$ cat src/rtl/pci_bus_arbiter_if.sv
// Shared Req/Frame/Irdy/Gnt bundle between the central arbiter and the bus initiators.
// The master modport is the arbiter's view (it masters the grant lines); slave is the initiators' view.
interface pci_bus_arbiter_if #(
  parameter int NUM_MASTERS = 4
);
  logic [NUM_MASTERS-1:0] Req;
  logic                   Frame;
  logic                   Irdy;
  logic [NUM_MASTERS-1:0] Gnt;
  logic [2:0]             Owner;
  logic                   Bus_idle;
  logic                   Timeout_err;

  modport master (
    input  Req, Frame, Irdy,
    output Gnt, Owner, Bus_idle, Timeout_err
  );

  modport slave (
    output Req, Frame, Irdy,
    input  Gnt, Owner, Bus_idle, Timeout_err
  );
endinterface

$ cat src/rtl/pci_bus_arbiter.sv
// Round-robin PCI bus arbiter: grants one initiator, follows FRAME#/IRDY#, forces a one-cycle
// turnaround gap between owners and revokes grants left unused for IDLE_TIMEOUT clocks.
module pci_bus_arbiter #(
  parameter int NUM_MASTERS  = 4,
  parameter int IDLE_TIMEOUT = 16,
  parameter int CNT_W        = 5
) (
  input  logic               clk,
  input  logic               rst,
  pci_bus_arbiter_if.master  bus
);

  typedef enum logic [1:0] {
    S_IDLE,
    S_GRANTED,
    S_BUSY,
    S_GAP
  } state_t;

  state_t                 state_q, state_d;
  logic [NUM_MASTERS-1:0] gnt_q, gnt_d;
  logic [2:0]             owner_q, owner_d;
  logic [2:0]             ptr_q, ptr_d;
  logic [CNT_W-1:0]       cnt_q, cnt_d;
  logic                   err_q, err_d;

  logic [NUM_MASTERS-1:0] req_act;
  logic [NUM_MASTERS-1:0] other_req;
  logic [7:0]             req_pad;
  logic [2:0]             win;
  logic                   win_found;
  logic                   own_req;
  logic                   bus_idle;
  logic [CNT_W-1:0]       cnt_inc;

  // Active-high request view, and the requests from everyone except the current owner.
  for (genvar gi = 0; gi < NUM_MASTERS; gi++) begin : g_req
    assign req_act[gi]   = ~bus.Req[gi];
    assign other_req[gi] = req_act[gi] && (owner_q != 3'(gi));
  end

  assign req_pad  = 8'(req_act);
  assign own_req  = req_pad[owner_q];
  assign bus_idle = bus.Frame & bus.Irdy;
  assign cnt_inc  = cnt_q + CNT_W'(1);

  // Walk from the highest offset down so the requester closest to ptr is the one kept.
  always_comb begin
    logic [3:0] sum;
    win       = ptr_q;
    win_found = 1'b0;
    sum       = 4'd0;
    for (int i = NUM_MASTERS - 1; i >= 0; i--) begin
      sum = {1'b0, ptr_q} + 4'(i);
      if (sum >= 4'(NUM_MASTERS)) begin
        sum = sum - 4'(NUM_MASTERS);
      end
      if (req_pad[sum[2:0]]) begin
        win       = sum[2:0];
        win_found = 1'b1;
      end
    end
  end

  always_comb begin
    state_d = state_q;
    gnt_d   = gnt_q;
    owner_d = owner_q;
    ptr_d   = ptr_q;
    cnt_d   = cnt_q;
    err_d   = 1'b0;

    case (state_q)
      S_IDLE: begin
        gnt_d = '1;
        if (win_found) begin
          gnt_d   = {NUM_MASTERS{1'b1}} ^ (NUM_MASTERS'(1) << win);
          owner_d = win;
          ptr_d   = (win == 3'(NUM_MASTERS - 1)) ? 3'd0 : win + 3'd1;
          cnt_d   = '0;
          state_d = S_GRANTED;
        end
      end

      // Frame takes priority over both withdrawal and timeout on the same edge.
      S_GRANTED: begin
        if (!bus.Frame) begin
          state_d = S_BUSY;
        end else if (!own_req) begin
          gnt_d   = '1;
          state_d = S_GAP;
        end else begin
          cnt_d = cnt_inc;
          if (cnt_inc == CNT_W'(IDLE_TIMEOUT)) begin
            gnt_d   = '1;
            err_d   = 1'b1;
            state_d = S_GAP;
          end
        end
      end

      // Once removed, the grant stays removed; the owner only finishes what it started.
      S_BUSY: begin
        if (bus_idle) begin
          gnt_d   = '1;
          state_d = S_GAP;
        end else if ((|other_req) || !own_req) begin
          gnt_d = '1;
        end
      end

      S_GAP: begin
        gnt_d   = '1;
        state_d = S_IDLE;
      end

      default: begin
        gnt_d   = '1;
        state_d = S_IDLE;
      end
    endcase
  end

  always_ff @(negedge clk or negedge rst) begin
    if (!rst) begin
      state_q <= S_IDLE;
      gnt_q   <= '1;
      owner_q <= 3'd0;
      ptr_q   <= 3'd0;
      cnt_q   <= '0;
      err_q   <= 1'b0;
    end else begin
      state_q <= state_d;
      gnt_q   <= gnt_d;
      owner_q <= owner_d;
      ptr_q   <= ptr_d;
      cnt_q   <= cnt_d;
      err_q   <= err_d;
    end
  end

  assign bus.Gnt         = gnt_q;
  assign bus.Owner       = owner_q;
  assign bus.Bus_idle    = bus_idle;
  assign bus.Timeout_err = err_q;

endmodule

$ cat src/flat_wrapper.sv
// flat-port wrapper written by rule: the top's interface ports become plain ports
module pci_bus_arbiter_flat 
#(
  parameter int NUM_MASTERS  = 4,
  parameter int IDLE_TIMEOUT = 16,
  parameter int CNT_W        = 5
)
  (clk, rst, bus_Req, bus_Frame, bus_Irdy, bus_Gnt, bus_Owner, bus_Bus_idle, bus_Timeout_err);
  pci_bus_arbiter_if #(.NUM_MASTERS(NUM_MASTERS)) bus_i ();
  input  logic clk;
  input  logic rst;
  input wire logic [$bits(bus_i.Req)-1:0] bus_Req;
  input wire logic [$bits(bus_i.Frame)-1:0] bus_Frame;
  input wire logic [$bits(bus_i.Irdy)-1:0] bus_Irdy;
  output wire logic [$bits(bus_i.Gnt)-1:0] bus_Gnt;
  output wire logic [$bits(bus_i.Owner)-1:0] bus_Owner;
  output wire logic [$bits(bus_i.Bus_idle)-1:0] bus_Bus_idle;
  output wire logic [$bits(bus_i.Timeout_err)-1:0] bus_Timeout_err;
  assign bus_i.Req = bus_Req;
  assign bus_i.Frame = bus_Frame;
  assign bus_i.Irdy = bus_Irdy;
  assign bus_Gnt = bus_i.Gnt;
  assign bus_Owner = bus_i.Owner;
  assign bus_Bus_idle = bus_i.Bus_idle;
  assign bus_Timeout_err = bus_i.Timeout_err;
  pci_bus_arbiter #(.NUM_MASTERS(NUM_MASTERS), .IDLE_TIMEOUT(IDLE_TIMEOUT), .CNT_W(CNT_W)) u_core (.clk(clk), .rst(rst), .bus(bus_i));
endmodule
$ cat config.mk
export PLATFORM = sky130hd
export DESIGN_NAME = pci_bus_arbiter_flat
export DESIGN_NICKNAME = d
export VERILOG_FILES = /design/src/rtl/pci_bus_arbiter_if.sv /design/src/rtl/pci_bus_arbiter.sv /design/src/flat_wrapper.sv
export SDC_FILE = /design/constraint.sdc
export NUM_CORES = 1
export LEC_CHECK = 0
export ABC_AREA = 1
export BUFFER_PORTS_ARGS = -buffer_cell sky130_fd_sc_hd__buf_2
export CAP_MARGIN = 10
export CORE_ASPECT_RATIO = 0.75
export CORE_UTILIZATION = 45
export DETAILED_ROUTE_END_ITERATION = 7
export GPL_TIMING_DRIVEN = 0
export PLACE_DENSITY_LB_ADDON = 0.08
export SYNTH_ARGS = -nofsm -noshare
export SYNTH_HDL_FRONTEND = slang
export SYNTH_SLANG_ARGS = --single-unit
$ cat constraint.sdc
create_clock -name clk -period 2.4 [get_ports clk]
set_input_delay 0.72 -clock clk [delete_from_list [all_inputs] [get_ports clk]]
set_output_delay 0.72 -clock clk [all_outputs]
set_load 0.02 [all_outputs]
==> impl_metrics.tcl <==
set metrics [dict create \
    status "complete, but fails checks" \
    violations "negative setup slack" \
    switchingPower_mw 1.81 \
    cts_tree "yes" \
    synth_edf_count 0 \
    synth_top_area_share_pct 25.1 \
    grt_start_max_net_pins 19 \
    leakage_nw 1.11 \
    ys_seq_area_share_pct 32.6 \
    synth_nets 219 \
    fin_ws_ns -0.688 \
    clk_root_buffer_cell "clkbuf_8" \
    reg2reg_from "u_core.ptr_q[0]" \
    syn_to_final_growth_pct 58.8 \
    synth-simple-area-share_pct 42.7 \
    io_pins 17 \
    yosys.area_share.adder_pct 9.86 \
    drtIter0Drc 77 \
    dp_hpwl_microns 2590 \
    synth_xor_area_share_pct 0 \
    p_int_mw 1.69 \
    gp_congestion 0.839 \
    core-area_sq_um 2960 \
    top_layer "met4" \
    synth_cell_types 26 \
    setup_viol 25 \
    vdd_drop_max_uv 707 \
    worstSkewPairLatency_ns 0.33 \
    wl_per_cell_microns 14.8 \
    seq_power_share_pct 15.1 \
    synthMuxAreaShare_pct 0 \
    io_buffer_count 16 \
    critical_path_peak_fanout 4 \
    cts_buffers 3 \
    hp-start "u_core.cnt_q[4]" \
    nets 268 \
    ys_async_sr_fraction_pct 100 \
    finalWirelength_microns 4240 \
    cts_num_sinks 18 \
    power_frac_comb_pct 77.7 \
    die_x_microns 66.3 \
    post-place-ws_ns -1.07 \
    synth_most_common_cell "nand2_1" \
    crit_start "bus_Req[2]" \
    die_h_microns 50.2 \
    yosys-top-cells-area "dfrtn_1 (25%), nand2_1 (17%), nand3_1 (11%)" \
    power_mw 3.50 \
    swShare_pct 51.7 \
    wl_met1_microns 1830 \
    track_usage_pct 26.4 \
    first_global_vias 1403 \
    hold_viol_final 0 \
    cts_hold_buf 0 \
    rows 17 \
    antenna_left 0 \
    worst_pin_slew_ns 0.417 \
    skew_ns 0.0573 \
    grt_pass1_wl_microns 6590 \
    pwr_density_cell_nw_per_um2 1580 \
    dr.pass1.iters 4 \
    critPathRequiredTime_ns 1.47 \
    drive_gt1_share_pct 49.2 \
    worstSetupPathType "in2reg" \
    drc 0 \
    ys_ff_latch 18 \
    crit_path_start_kind "input port" \
    synthFlopType "dfrtn_1" \
    end_kind "flop" \
    pwr-share-clk_pct 7.2 \
    slew_headroom_pct 71.9 \
    synth_area_per_cell_sq_um 6.98 \
    synth_top_family_by_area "simple AND/OR/NAND/NOR gates" \
    drt-vias-per-instance 5.43 \
    reg2reg_slack_ns -0.17 \
    clock_path_buffers 2 \
    die_area_sq_um 3330 \
    hp-class "reg2reg" \
    synth_top_area_cell "dfrtn_1" \
    synthCells 200 \
    met2WireLength_microns 2120 \
    ys.warnings.count 0 \
    grt-ovfl-total 0 \
    fin_setup_tns_ns -13.47 \
    h-tree-depth 1 \
    post_dp_cell_area_sq_um 1670 \
    synth_area_sq_um 1400 \
    fin_area_sq_um 2220 \
    start_util_pct 47.2 \
    vias 1554 \
    n_antenna_cell 0 \
    maxSlewViolCount 0 \
    synthTopCellsByCount "nand2_1 (64), nand3_1 (31), nor2_1 (20)" \
    rsz0062_at_grt "true" \
    maxCapViolations 0 \
    synth_compound_area_share_pct 6.72 \
    dr_wl_met3_microns 226 \
    clk_pin_slew_ns 0.05 \
    arrival_ns 2.16 \
    antenna_found_initial 0 \
]
==> power by group through the flow <==
stage	Combinational, mW	Sequential, mW	Clock, mW
detailed placement	1.72	0.542	0.0130
floorplan	1.32	0.574	0.0130
CTS	2.34	0.523	0.254
global placement	1.65	0.535	0.0130
finish	2.72	0.528	0.250
global route	2.92	0.542	0.275
==> through the flow <==
step / hold slack [ns] / util, % / instances
global placement: 0.449 / 56.4 / 254
detailed placement: 0.452 / 56.4 / 254
CTS: 0.468 / 70.4 / 278
finish: 0.471 / 75.0 / 286
global route: 0.501 / 75.0 / 286
floorplan: 0.431 / - / 200
==> sequential cells by signal, summed over array words and instances, names as in the netlist <==
| register | cells |
|---|---|
| u_core.bus.Timeout_err | 1 |
| u_core.state_q | 2 |
| u_core.bus.Owner | 3 |
| u_core.ptr_q | 3 |
| u_core.cnt_q | 5 |
| u_core.bus.Gnt | 4 |
==> path summary, 6_finish.rpt <==
kind                                      to  cells after the start
min                          u_core.cnt_q[4]                      2
max in group asynchronous  u_core.bus.Gnt[3]                      1
min in group asynchronous    u_core.cnt_q[4]                      1
max                        u_core.bus.Gnt[0]                     14
max reg2reg                u_core.bus.Gnt[0]                     16
min reg2reg                  u_core.cnt_q[4]                      2
==> final cells by class <==
class	count	area [sq um]
Buffer	1	11.3
Clock buffer	3	41.3
Clock inverter	5	20.0
Fill cell	182	739
Inverter	25	101
Multi-Input combinational cell	156	1160
Sequential cell	18	455
Tap cell	38	47.5
Timing Repair Buffer	40	379
==> kinds of logic (layout without fill, tap and decap cells) <==
kind of cell | count (synthesis) | count (layout)
DFF | 18 | 18
adders and majority gates | 11 | 11
buffers and inverters | 27 | 74
and+or+nand+nor | 130 | 131
AOI/OAI and AO/OA | 14 | 14
==> timing repair <==
item / CTS / global route
gates resized for setup: 55 / 20
pin swaps: 22 / 17
cloned: 0 / 1
setup buffers: 17 / 7
setup endpoints to repair: 25 / 26
==> layout by cell type, fill, tap and decap left out, types with 3 or more instances in the layout <==
| cell | Yosys | final |
|---|---|---|
| buf_2 | 0 | 4 |
| buf_4 | 0 | 19 |
| buf_6 | 1 | 14 |
| clkbuf_8 | 0 | 3 |
| dfrtn_1 | 14 | 14 |
| dfstp_2 | 4 | 4 |
| ha_1 | 11 | 9 |
| inv_1 | 19 | 20 |
| inv_2 | 6 | 7 |
| nand2_1 | 64 | 40 |
| nand2_2 | 1 | 14 |
| nand2_4 | 2 | 12 |
| nand3_1 | 31 | 9 |
| nand3_2 | 2 | 20 |
| nand3_4 | 0 | 4 |
| nand4_1 | 4 | 4 |
| nor2_1 | 20 | 18 |
| nor2_4 | 2 | 3 |
| o21ai_0 | 6 | 5 |
==> per-layer routing <==
metal / up-vias / global-route usage, %
met5: - / 0
met3: 12 / 5.23
met1: 745 / 35.9
li1: 743 / -
met2: 54 / 43.4
met4: 0 / 5.67
==> critical path, stage by stage <==
cell,delay [ns]
buf_12,0.11
nand2_8,0.07
nand3_2,0.08
nand2_2,0.12
nand2_4,0.08
nand3_2,0.08
nor2_1,0.06
nor2_1,0.21
nand2_2,0.09
buf_4,0.15
ha_1,0.17
nand3_1,0.09
nand2_1,0.07
nand2_1,0.07
(Power assumes the default switching activity.)
